===== config.mk =====
export PLATFORM = sky130hd
export DESIGN_NAME = sin_dds_gen_flat
export DESIGN_NICKNAME = d
export VERILOG_FILES = /design/src/rtl/sin_dds_gen_if.sv /design/src/rtl/sin_dds_gen.sv /design/src/flat_wrapper.sv
export SDC_FILE = /design/constraint.sdc
export NUM_CORES = 1
export LEC_CHECK = 0
export CAP_MARGIN = 30
export CORE_MARGIN = 10
export CORE_UTILIZATION = 35
export CTS_CLUSTER_DIAMETER = 150
export CTS_CLUSTER_SIZE = 28
export DETAILED_ROUTE_END_ITERATION = 10
export GPL_ROUTABILITY_DRIVEN = 1
export RECOVER_POWER = 100
export SLEW_MARGIN = 20
export SYNTH_ARGS = -nofsm -noshare
export SYNTH_HDL_FRONTEND = slang
export SYNTH_SLANG_ARGS = --single-unit

===== constraint.sdc =====
create_clock -name clk_i -period 4.2 [get_ports clk_i]
set_input_delay 0.84 -clock clk_i [delete_from_list [all_inputs] [get_ports clk_i]]
set_output_delay 0.84 -clock clk_i [all_outputs]
set_load 0.02 [all_outputs]

===== src/rtl/sin_dds_gen_if.sv =====
// rtl/sin_dds_gen_if.sv - control and sample bus of the DDS waveform generator
// Master drives tuning/strobe inputs; slave (the generator) returns the samples.
interface sin_dds_gen_if #(
  parameter int OUT_W   = 8,
  parameter int PHASE_W = 16
);
  logic               sample_clk;
  logic               enable;
  logic [PHASE_W-1:0] phase_inc;
  logic               phase_inc_ld;
  logic [1:0]         mode;
  logic [OUT_W-1:0]   out;
  logic               new_period;
  logic               start_conv;
  logic               halfcycle;

  modport master (
    output sample_clk, enable, phase_inc, phase_inc_ld, mode,
    input  out, new_period, start_conv, halfcycle
  );

  modport slave (
    input  sample_clk, enable, phase_inc, phase_inc_ld, mode,
    output out, new_period, start_conv, halfcycle
  );
endinterface


===== src/rtl/sin_dds_gen.sv =====
// rtl/sin_dds_gen.sv - phase-accumulator waveform generator with ADC trigger
// Sine uses a quarter-wave table built at elaboration; other modes decode the phase.
module sin_dds_gen #(
  parameter int OUT_W    = 8,
  parameter int PHASE_W  = 16,
  parameter int LUT_AW   = 6,
  parameter int CONV_DIV = 8,
  parameter int INC_RST  = 256
) (
  input  logic          clk_i,
  input  logic          rst_ni,
  sin_dds_gen_if.slave  bus
);

  localparam int LUT_N = 1 << LUT_AW;
  localparam int SC_W  = $clog2(CONV_DIV);
  localparam logic [OUT_W-1:0] MID = OUT_W'(1) << (OUT_W - 1);
  localparam longint PI_FX = 64'sd3373259426;

  // Fixed-point (2^-30) Taylor series of sin over the first quadrant, rounded.
  function automatic logic [OUT_W-1:0] q_entry(input int i);
    longint x, x2, term, sum, amp;
    x    = (PI_FX * longint'(2 * i + 1)) >>> (LUT_AW + 2);
    x2   = (x * x) >>> 30;
    term = x;
    sum  = x;
    for (int k = 1; k <= 7; k++) begin
      term = -((term * x2) >>> 30) / longint'((2 * k) * (2 * k + 1));
      sum  = sum + term;
    end
    amp = longint'((1 << (OUT_W - 1)) - 1);
    return OUT_W'((sum * amp + (longint'(1) << 29)) >>> 30);
  endfunction

  logic [OUT_W-1:0] lut [LUT_N];
  for (genvar gi = 0; gi < LUT_N; gi++) begin : g_lut
    localparam logic [OUT_W-1:0] QV = q_entry(gi);
    assign lut[gi] = QV;
  end

  logic               sample_p_q;
  logic [PHASE_W-1:0] acc_q, inc_q, acc_d;
  logic [SC_W-1:0]    sc_q, sc_d;
  logic               pend_q, wrap_q, conv_q, wrap_d, upd;
  logic [OUT_W-1:0]   out_q, wave_d;
  logic               new_period_q, start_conv_q, half_q;

  logic [1:0]         quad;
  logic [LUT_AW-1:0]  addr, idx;
  logic [OUT_W-1:0]   qv;
  logic [OUT_W:0]     tri_p;

  always_comb begin
    upd              = bus.sample_clk & ~sample_p_q & bus.enable;
    {wrap_d, acc_d}  = {1'b0, acc_q} + {1'b0, inc_q};
    sc_d             = (wrap_d || sc_q == SC_W'(CONV_DIV - 1)) ? '0 : sc_q + 1'b1;
  end

  // Decoded from the accumulator already advanced one cycle earlier.
  always_comb begin
    quad   = acc_q[PHASE_W-1 -: 2];
    addr   = acc_q[PHASE_W-3 -: LUT_AW];
    idx    = quad[0] ? ~addr : addr;
    qv     = lut[idx];
    tri_p  = acc_q[PHASE_W-1 -: OUT_W+1];
    wave_d = MID;
    case (bus.mode)
      2'd0: wave_d = quad[1] ? (MID - OUT_W'(1) - qv) : (MID + qv);
      2'd1: wave_d = tri_p[OUT_W] ? ~tri_p[OUT_W-1:0] : tri_p[OUT_W-1:0];
      2'd2: wave_d = {OUT_W{~acc_q[PHASE_W-1]}};
      default: wave_d = acc_q[PHASE_W-1 -: OUT_W];
    endcase
  end

  always_ff @(posedge clk_i) begin
    if (!rst_ni) begin
      sample_p_q   <= 1'b0;
      acc_q        <= '0;
      inc_q        <= PHASE_W'(INC_RST);
      sc_q         <= '0;
      pend_q       <= 1'b0;
      wrap_q       <= 1'b0;
      conv_q       <= 1'b0;
      out_q        <= MID;
      new_period_q <= 1'b0;
      start_conv_q <= 1'b0;
      half_q       <= 1'b0;
    end else begin
      sample_p_q <= bus.sample_clk;
      if (bus.phase_inc_ld) inc_q <= bus.phase_inc;
      pend_q <= upd;
      if (upd) begin
        acc_q  <= acc_d;
        sc_q   <= sc_d;
        wrap_q <= wrap_d;
        conv_q <= (sc_d == '0);
      end
      new_period_q <= pend_q & wrap_q;
      start_conv_q <= pend_q & conv_q;
      if (pend_q) begin
        out_q  <= wave_d;
        half_q <= ~acc_q[PHASE_W-1];
      end
    end
  end

  assign bus.out        = out_q;
  assign bus.new_period = new_period_q;
  assign bus.start_conv = start_conv_q;
  assign bus.halfcycle  = half_q;

endmodule


===== src/flat_wrapper.sv =====
// flat-port wrapper written by rule: the top's interface ports become plain ports
module sin_dds_gen_flat 
#(
  parameter int OUT_W    = 8,
  parameter int PHASE_W  = 16,
  parameter int LUT_AW   = 6,
  parameter int CONV_DIV = 8,
  parameter int INC_RST  = 256
)
  (clk_i, rst_ni, bus_sample_clk, bus_enable, bus_phase_inc, bus_phase_inc_ld, bus_mode, bus_out, bus_new_period, bus_start_conv, bus_halfcycle);
  sin_dds_gen_if #(.OUT_W(OUT_W), .PHASE_W(PHASE_W)) bus_i ();
  input  logic clk_i;
  input  logic rst_ni;
  input wire logic [$bits(bus_i.sample_clk)-1:0] bus_sample_clk;
  input wire logic [$bits(bus_i.enable)-1:0] bus_enable;
  input wire logic [$bits(bus_i.phase_inc)-1:0] bus_phase_inc;
  input wire logic [$bits(bus_i.phase_inc_ld)-1:0] bus_phase_inc_ld;
  input wire logic [$bits(bus_i.mode)-1:0] bus_mode;
  output wire logic [$bits(bus_i.out)-1:0] bus_out;
  output wire logic [$bits(bus_i.new_period)-1:0] bus_new_period;
  output wire logic [$bits(bus_i.start_conv)-1:0] bus_start_conv;
  output wire logic [$bits(bus_i.halfcycle)-1:0] bus_halfcycle;
  assign bus_i.sample_clk = bus_sample_clk;
  assign bus_i.enable = bus_enable;
  assign bus_i.phase_inc = bus_phase_inc;
  assign bus_i.phase_inc_ld = bus_phase_inc_ld;
  assign bus_i.mode = bus_mode;
  assign bus_out = bus_i.out;
  assign bus_new_period = bus_i.new_period;
  assign bus_start_conv = bus_i.start_conv;
  assign bus_halfcycle = bus_i.halfcycle;
  sin_dds_gen #(.OUT_W(OUT_W), .PHASE_W(PHASE_W), .LUT_AW(LUT_AW), .CONV_DIV(CONV_DIV), .INC_RST(INC_RST)) u_core (.clk_i(clk_i), .rst_ni(rst_ni), .bus(bus_i));
endmodule

---- Yosys cells after proc, flatten, opt, wreduce, memory -nomap -nowiden ----
Memory sizes are Yosys's and may differ from the RTL's.
Index checks and enable logic that the tools add are counted.
operators by class
  add/subtract/negate cells ............... 4
  order comparisons ....................... 1
  eq/ne operators ......................... 3
  muxes and demuxes ....................... 7
  bitwise gates (word level) .............. 9
  reductions and logical operators ........ 3
operator list
  kind                                                                   count
  8-bit 2-to-1 mux                                                       4
  8-bit one-hot mux with 3 select lines                                  1
  16-bit by 16-bit adder with 17-bit output                              1
  8-bit adder, first input constant                                      1
  8-bit inverter                                                         1
  7-bit by 8-bit subtractor with 8-bit output, first input constant      1
  7-bit >= comparator, second input constant                             1
  6-bit inverter with 7-bit output                                       1
  6-bit 2-to-1 mux                                                       1
  6-bit inverter                                                         1
  1-bit AND                                                              4
  3-bit by 1-bit adder with 3-bit output, second input constant          1
  3-bit equality test, second input constant                             1
  3-bit logical NOT                                                      1
  3-bit 2-to-1 mux                                                       1
  2-bit by 1-bit equality test with 1-bit output, second input constant  1
  2-bit equality test, second input constant                             1
  2-bit logical NOT                                                      1
  1-bit inverter                                                         2
  1-bit logical OR                                                       1
word-level totals
  register bits after elaboration ......... 50
  bits in read-only memories .............. 512
  input bits .............................. 23
  output and inout bits ................... 11
  word-level logic and storage cells ...... 39
  memories ................................ 1
memories
  name             words  width  rd ports  clocked after memory_dff  wr ports  RTL line           text
  (no name shown)  64     8      1         0                         0         sin_dds_gen.sv:64  qv = lut[idx];

---- Logic depth before layout (Yosys ltp) ----
  word-level depth ........................ 9
  gate-level depth with buffers ........... 14
  gate-level depth less buffers ........... 10

---- Worst setup path after synthesis ----
Ideal clock, no wire load.
  path kind ............................... register -> register
  start ................................... register u_core.acc_q[14]
  end ..................................... register u_core.out_q[1] (netlist: u_core.bus.out[1])
  setup time .............................. 0.117 ns
  data arrival time ....................... 3.051 ns
  required time ........................... 4.083 ns
  setup slack ............................. 1.031 ns
  cell stages (with the launch flop) ...... 13
  path buffers ............................ 4
  period minus slack after synthesis ...... 3.169 ns
  path through ............................ dfxtp_1 > buf_4 > buf_2 > buf_2 > xor2_1 > ha_1 > clkbuf_1 > a221o_1 > a221oi_2 > o21ai_1 > nand3b_1 > or3b_1 > a32o_1
on the way
  longest elaborated chain between the ends .. 8
  elaborated cells on any way between the ends .. 9
  classes of those cells .................. add/sub: 2; mux: 5; bitwise: 1; memory: 1
RTL lines
  element                                                                            RTL line            text
  start: declaration                                                                 sin_dds_gen.sv:42   logic [PHASE_W-1:0] acc_q, inc_q, acc_d;
  start signal: assignment                                                           sin_dds_gen.sv:78   acc_q <= '0;
  start signal: assignment                                                           sin_dds_gen.sv:93   acc_q <= acc_d;
  6-bit 2-to-1 mux *                                                                 sin_dds_gen.sv:63   idx = quad[0] ? ~addr : addr;
  6-bit inverter with 7-bit output (implied by the code) *                           sin_dds_gen.sv:64
  memory 64 x 8 bit *                                                                --
  8-bit 2-to-1 mux (implied by the code) * (2 in a row)                              sin_dds_gen.sv:64
  8-bit adder / 7-bit by 8-bit subtractor with 8-bit output (equally long branches)  sin_dds_gen.sv:68   2'd0: wave_d = quad[1] ? (MID - OUT_W'(1) - qv) : (MID + qv);
  8-bit 2-to-1 mux *                                                                 sin_dds_gen.sv:68
  8-bit one-hot mux with 3 select lines *                                            sin_dds_gen.sv:67   case (bus.mode)
  end signal: assignment                                                             sin_dds_gen.sv:101  out_q <= wave_d;
  end: declaration                                                                   sin_dds_gen.sv:45   logic [OUT_W-1:0] out_q, wave_d;
Every way passes the cells marked *; elsewhere a longest branch is shown, timed or not. The select of a mux whose other input is x is not followed.
A chain may end at the register's enable or synchronous reset.

---- Worst setup path after layout ----
  start ................................... register u_core.inc_q[0]
  end ..................................... register u_core.sc_q[2]
on the way
  longest elaborated chain between the ends .. 3
RTL lines
  element                                    RTL line           text
  start: declaration                         sin_dds_gen.sv:42
  start signal: assignment                   sin_dds_gen.sv:79  inc_q <= PHASE_W'(INC_RST);
  start signal: assignment                   sin_dds_gen.sv:90  if (bus.phase_inc_ld) inc_q <= bus.phase_inc;
  16-bit by 16-bit adder with 17-bit output  sin_dds_gen.sv:55  {wrap_d, acc_d} = {1'b0, acc_q} + {1'b0, inc_q};
  1-bit logical OR                           sin_dds_gen.sv:56  sc_d = (wrap_d || sc_q == SC_W'(CONV_DIV - 1)) ? '0 : sc_q + 1'b1;
  3-bit 2-to-1 mux                           sin_dds_gen.sv:56
  end signal: assignment                     sin_dds_gen.sv:80  sc_q <= '0;
  end signal: assignment                     sin_dds_gen.sv:94  sc_q <= sc_d;
  end: declaration                           sin_dds_gen.sv:43  logic [SC_W-1:0] sc_q, sc_d;
Every way passes these cells.

==> results.tsv <==
metric	value	unit
cts_max_level	2	
r2r_end	u_core.sc_q[2]$_SDFFE_PN0P_	
p_leak	1.89	nW
max_stage_delay	660	ps
ant_nets	0	
grt.total_usage	13.0	%
port_buffers	33	
cp_data_required_time	4410	ps
switching_share	29.0	%
max_cap_viol_count	0	
ys_types	68	
antenna_found_initial	0	
wl	10500	µm
ff2ff_path_depth	9	
worst_slew_pin_slew	900	ps
dp_hpwl	7720	µm
synth_edf_count	0	
power_density	266	nW/µm²
fmax	317	MHz
setup-violations-final	0	
clockRootBuffer	clkbuf_16	
pwr-share-seq	43.0	%
dpl.cell_count	643	
clock_path_buffers	2	
holdWs	457	ps
peakVddDrop	0.180	mV
num_rows	38	
maxSlewHeadroom	39.8	%
drive_gt1_share	4.70	%
ys.flop_type	dfxtp_1	
synthArstFlopShare	0	%
clkPwrFrac	34.2	%
cts_setup_buffers	0	
fin_skew	4.67	ps
status	finished clean	
grt_max_degree	41	
yosysWarnings	0	
nets	561	
cts.repair.resized	0	
critPathMaxFanout	4	
intPower	0.851	mW
path_cells	ha_1, fa_1, a21o_1, a21o_1, a211oi_1, o21ai_0, o31ai_1, nand3_1, a21boi_0	
final_cells	651	
hold_buffers	0	
drt-initial-drc-count	267	
criticalPathCategory	register to register	
clkTransAtPathRegs	70	ps
layout_setup_ws	1050	ps
critPathArrivalTime	3360	ps
ys_ff_latch	50	
viasPerCell	5.65	
syn_inst	499	
clock_latency	280	ps
grt_pass1_vias	3642	
die_w	126	µm
dieHeight	126	µm
hold_viol_final	0	
core_area	10900	µm²
slowest_stage	o31ai_1	
area_growth	14.0	%
gr-total-overflow	0	
initial_utilization	36.1	%
period_share	75.1	%
pwr-share-comb	22.8	%
grt_pass1_wl	18100	µm
synth_area_per_cell	7.91	µm²
synth_area	3950	µm²
rsz0062_at_grt	false	
place_congestion	0.896	
slew_viol_final	0	
syn_nets	550	
whs_path_depth	2	
tns	0	ps
stdcell_area	4500	µm²
antenna_cells	0	
cts_tree	done	
drc	0	
die_area	15900	µm²
reg2reg_slack	1050	ps
endpoint_kind	register	
hp-class	register to register	
rr_startpoint	u_core.inc_q[0]$_SDFFE_PN0P_	
yosysSeqAreaShare	25.3	%
vias	3678	
switchingPower	0.347	mW
wl_per_cell	16.2	µm
whs_endpoint	u_core.wrap_q$_SDFFE_PN0P_	
hp-start	u_core.wrap_q$_SDFFE_PN0P_	
cp-start-kind	register	
fin_crit	3150	ps
crit_top_cell	a21o_1	
io_pins	34	
cts_sinks	50	
drt_first_pass_iters	7	
dpl_cell_area	4360	µm²
numCtsBuffers	5	
place_ws	1250	ps
## area by class of cell
class                           instances  area, µm²
Timing Repair Buffer                   42        390
Clock inverter                          2       12.5
Tap cell                              140        175
Sequential cell                        50       1000
Inverter                               15       56.3
Clock buffer                            6        139
Fill cell                            1138       6430
Multi-Input combinational cell        396       2730
## synth_stat cells (14+ instances only)
cell type	count	share of area, %
a21oi_1	35	4.4
ha_1	27	8.6
o21ai_0	32	4.1
inv_1	14	1.3
dfxtp_1	50	25
mux2i_1	24	6.1
nor2_1	16	1.5
nand2_1	50	4.8
clkbuf_1	24	2.3
nor2b_1	25	4.0
## how the worst max path moves through the flow
stage               slack, ps                          start  depth (start not counted)                        endpoint
floorplan                1030  u_core.acc_q[14]$_SDFFE_PN0P_                         12  u_core.bus.out[1]$_SDFFE_PN0P_
global placement         1290                    bus_mode[1]                          6  u_core.bus.out[1]$_SDFFE_PN0P_
detailed placement       1250                    bus_mode[1]                          6  u_core.bus.out[1]$_SDFFE_PN0P_
CTS                      1270   u_core.acc_q[8]$_SDFFE_PN0P_                          8  u_core.bus.out[1]$_SDFFE_PN0P_
global route              760   u_core.inc_q[0]$_SDFFE_PN0P_                          9     u_core.sc_q[1]$_SDFFE_PN0P_
finish                   1050   u_core.inc_q[0]$_SDFFE_PN0P_                          9     u_core.sc_q[2]$_SDFFE_PN0P_
## kinds of logic after synthesis
family / after synthesis / synth area share [%]
mux: 25 / 6.65
fa+ha+maj: 28 / 9.06
flops: 50 / 25.3
buf+inv: 53 / 5.45
compound gates: 159 / 26.8
xor+xnor: 24 / 5.32
simple gates: 160 / 21.3
## cell usage in the layout, fill, tap and decap left out, types with 7 or more instances in the layout
master,count
a21boi_0,8
a21o_1,12
a21oi_1,35
buf_4,7
clkdlybuf4s50_1,21
dfxtp_1,50
dlygate4sd3_1,12
ha_1,27
inv_1,14
mux2i_1,24
nand2_1,50
nand2b_1,10
nand3_1,11
nor2_1,16
nor2b_1,25
nor3_1,11
o211ai_1,7
o21ai_0,36
o22ai_1,8
xnor2_1,12
xor2_1,12
## power groups by stage
stage | Combinational (mW) | Clock (mW) | Sequential, mW
after detailed placement | 0.273 | 0 | 0.526
final | 0.274 | 0.409 | 0.515
after floorplan | 0.200 | 0 | 0.519
after global routing | 0.304 | 0.443 | 0.519
after global placement | 0.268 | 0 | 0.526
after CTS | 0.275 | 0.423 | 0.516
## registers in the layout, indices dropped and copies added, names as in the netlist
register               flops
u_core.conv_q              1
u_core.sample_p_q          1
u_core.acc_q              16
u_core.wrap_q              1
u_core.bus.new_period      1
u_core.bus.start_conv      1
u_core.inc_q              16
u_core.pend_q              1
u_core.bus.out             8
u_core.sc_q                3
u_core.bus.halfcycle       1
## metal layers
| metal | vias to the layer above | GRT usage [%] | part of all wire, % | routed length [µm] |
|---|---|---|---|---|
| met5 | - | 0 | 0 | 0 |
| met4 | 0 | 3.08 | 0.99 | 104 |
| met3 | 11 | 2.18 | 7.0 | 737 |
| met2 | 118 | 22.0 | 48 | 5060 |
| met1 | 1711 | 16.7 | 44 | 4630 |
| li1 | 1838 | - | - | - |
## metrics by stage
stage / total power [mW] / utilization [%]
3_3_place_gp: 0.794 / 39.9
5_1_grt: 1.27 / 41.2
4_1_cts: 1.21 / 41.3
3_5_place_dp: 0.799 / 39.9
2_1_floorplan: 0.719 / -
6_report: 1.20 / 41.2
## worst max-delay path: cells and delay by family, from the launching register on
kind	cells	cell delay [ps]
flops	1	310
simple gates	1	150
fa+ha+maj	2	630
compound gates	6	1970
(Power assumes the default switching activity.)
==> RTL change (config.mk and constraints unchanged) <==
`CONV_DIV` is set to 8 in 2 places; all go to 16.
--- a/src/rtl/sin_dds_gen.sv
+++ b/src/rtl/sin_dds_gen.sv
@@ -4,7 +4,7 @@
   parameter int OUT_W    = 8,
   parameter int PHASE_W  = 16,
   parameter int LUT_AW   = 6,
-  parameter int CONV_DIV = 8,
+  parameter int CONV_DIV = 16,
   parameter int INC_RST  = 256
 ) (
   input  logic          clk_i,
--- a/src/flat_wrapper.sv
+++ b/src/flat_wrapper.sv
@@ -4,7 +4,7 @@
   parameter int OUT_W    = 8,
   parameter int PHASE_W  = 16,
   parameter int LUT_AW   = 6,
-  parameter int CONV_DIV = 8,
+  parameter int CONV_DIV = 16,
   parameter int INC_RST  = 256
 )
   (clk_i, rst_ni, bus_sample_clk, bus_enable, bus_phase_inc, bus_phase_inc_ld, bus_mode, bus_out, bus_new_period, bus_start_conv, bus_halfcycle);
Function: same outputs for any inputs over 4 cycles, from zero or initial values and one cycle with rst_ni low; that may be too few to reach the edited logic, so the function may still have changed.
==> RTL change against the original RTL <==
Sequential cell count increased by 1. Power up 2.5%. Sequential share of layout area is 0.17 points higher. Routed wire length is 0.33% higher. Maximum frequency up 7.3%. Utilization is 0.91 points lower. Area after synthesis grew 1.7%. Cell area increased by 1.2%. Global-route usage decreased by 0.18 points. Setup slack improved by 0.22 ns. Hold slack worse by 0.012 ns. Non-clock buffer count is 1 lower. Critical endpoint is now u_core.conv_q. Largest power group unchanged.
==> RTL change: results (changes against the original RTL) <==
stage,metric,value,unit,change
logic_synthesis,ys_seq_area_frac,0.2543,,was 0.2535
logic_synthesis,synth_area_leaders,"dfxtp_1, ha_1, o21ai_0",,"was dfxtp_1, ha_1, mux2i_1"
logic_synthesis,yosysWarningCount,0,,unchanged
power,ir_worst_vdd,0.0002857,V,was 0.0001796 V
critical_path,worstPathMaxFanout,5,,was 4
layout,drive_gt1_frac,0.04323,,was 0.04697
clocking,cts_buffers,5,,unchanged
layout,num_antenna_cells,0,,unchanged
route,dr.pass1.iters,5,,was 7
worst_hold_path,holdCritStartpoint,u_core.bus.out[0],,was u_core.wrap_q
logic_synthesis,synthTopCellsByCount,"o21ai_0, dfxtp_1, nand2_1",,"was dfxtp_1, nand2_1, a21oi_1"
power,p_switching,352.0,uW,was 347.3 uW
grt,first_global_vias,3650,,was 3642
logic_synthesis,synth_cell_types,65,,was 68
layout,nets,581,,was 561
critical_path,crit_type,register to register,,unchanged
placement,gp_congestion,0.8906,,was 0.8957
route,ant_nets,0,,unchanged
clocking,htreeDepth,2,,unchanged
route,wl_per_cell,15.65,um,was 16.18 um
route,drt_iter0_markers,323,,was 267
clocking,clk_latency,0.29,ns,
power,leakagePower,1.832,nW,was 1.889 nW
placement,portBuffers,33,,unchanged
worst_hold_path,hold_class,register to register,,unchanged
logic_synthesis,ys_async_sr_fraction,0,,unchanged
route,dr_total_vias,3816,,was 3678
timing,tightest_slew,1.437,ns,was 0.9000 ns
grt,antenna_found_initial,0,,unchanged
critical_path,reg2reg_from,u_core.inc_q[0],,unchanged
timing,finClkSkew,0.006452,ns,was 0.004673 ns
grt,grt_pass1_wl,17800,um,was 18060 um
placement,dpl.hpwl,7601,um,was 7724 um
grt,grt_max_degree,53,,was 41
clocking,cts_buffer_depth,2,,unchanged
clocking,cts_resized,0,,unchanged
critical_path,arrival,3.08,ns,was 3.36 ns
timing,hold_violations,0,,unchanged
clocking,root_buffer,clkbuf_16,,unchanged
clocking,post-cts-setup-buffer-count,0,,unchanged
run_status,status,completed,,unchanged
placement,dpl_worst_slack,1.486,ns,was 1.247 ns
grt,grt_usage,0.1280,,was 0.1298
logic_synthesis,syn_nets,572,,was 550
clocking,path_clk_slew,0.07,ns,about the same
[RTL change: worst paths after layout]
check,endpoint,slack [ns],cells past startpoint
max,u_core.conv_q,1.26,9
min,u_core.bus.out[0],0.44,2
max reg2reg,u_core.conv_q,1.26,9
min reg2reg,u_core.bus.out[0],0.44,2
[RTL change: critical path, stage by stage (launching register included)]
cell       delay, ns
dfxtp_1         0.31
ha_1            0.23
fa_1            0.43
a211oi_1        0.28
nor4b_1         0.12
a2111oi_0       0.68
o31ai_2         0.21
a31o_2          0.28
a31oi_1         0.16
a21oi_1         0.09
[RTL change: cells by family (layout without fill, tap and decap cells)]
group           Yosys count  in the layout  synth area share
compound gates          177            177            0.2917
xor+xnor                 19             19           0.04145
fa+ha+maj                27             27           0.08601
buf+inv                  55             65           0.05640
flops                    51             51            0.2543
mux                      21             21           0.05266
simple gates            172            172            0.2175
[RTL change: power by group through the flow]
stage | logic, mW | registers, mW | clock network, mW
5_1_grt | 0.308 | 0.527 | 0.458
3_3_place_gp | 0.276 | 0.535 | 0
2_1_floorplan | 0.201 | 0.531 | 0
6_report | 0.277 | 0.524 | 0.427
4_1_cts | 0.280 | 0.524 | 0.443
3_5_place_dp | 0.278 | 0.535 | 0
[RTL change: final cells by class]
type / instances / area [um^2]
repair buffers: 41 / 386.6
flip-flops and latches: 51 / 1021
well taps: 143 / 178.9
clock buffers: 8 / 156.4
fillers: 1176 / 6764
multi-input cells: 416 / 2754
inverters: 16 / 60.06
[RTL change: metal layers]
metal | vias to the layer above | track usage | part of all wire | wire, um
met5 | - | 0 | 0 | 0
met4 | 0 | 0.05224 | 0.016 | 168
met3 | 12 | 0.02192 | 0.047 | 500
met2 | 90 | 0.2129 | 0.48 | 5057
met1 | 1795 | 0.1598 | 0.46 | 4841
li1 | 1919 | - | - | -
[RTL change: stage by stage]
step	cell area, um^2	cells
finish	4557	675
global route	4557	675
CTS	4567	674
detailed placement	4410	666
global placement	4410	666
floorplan	4015	522
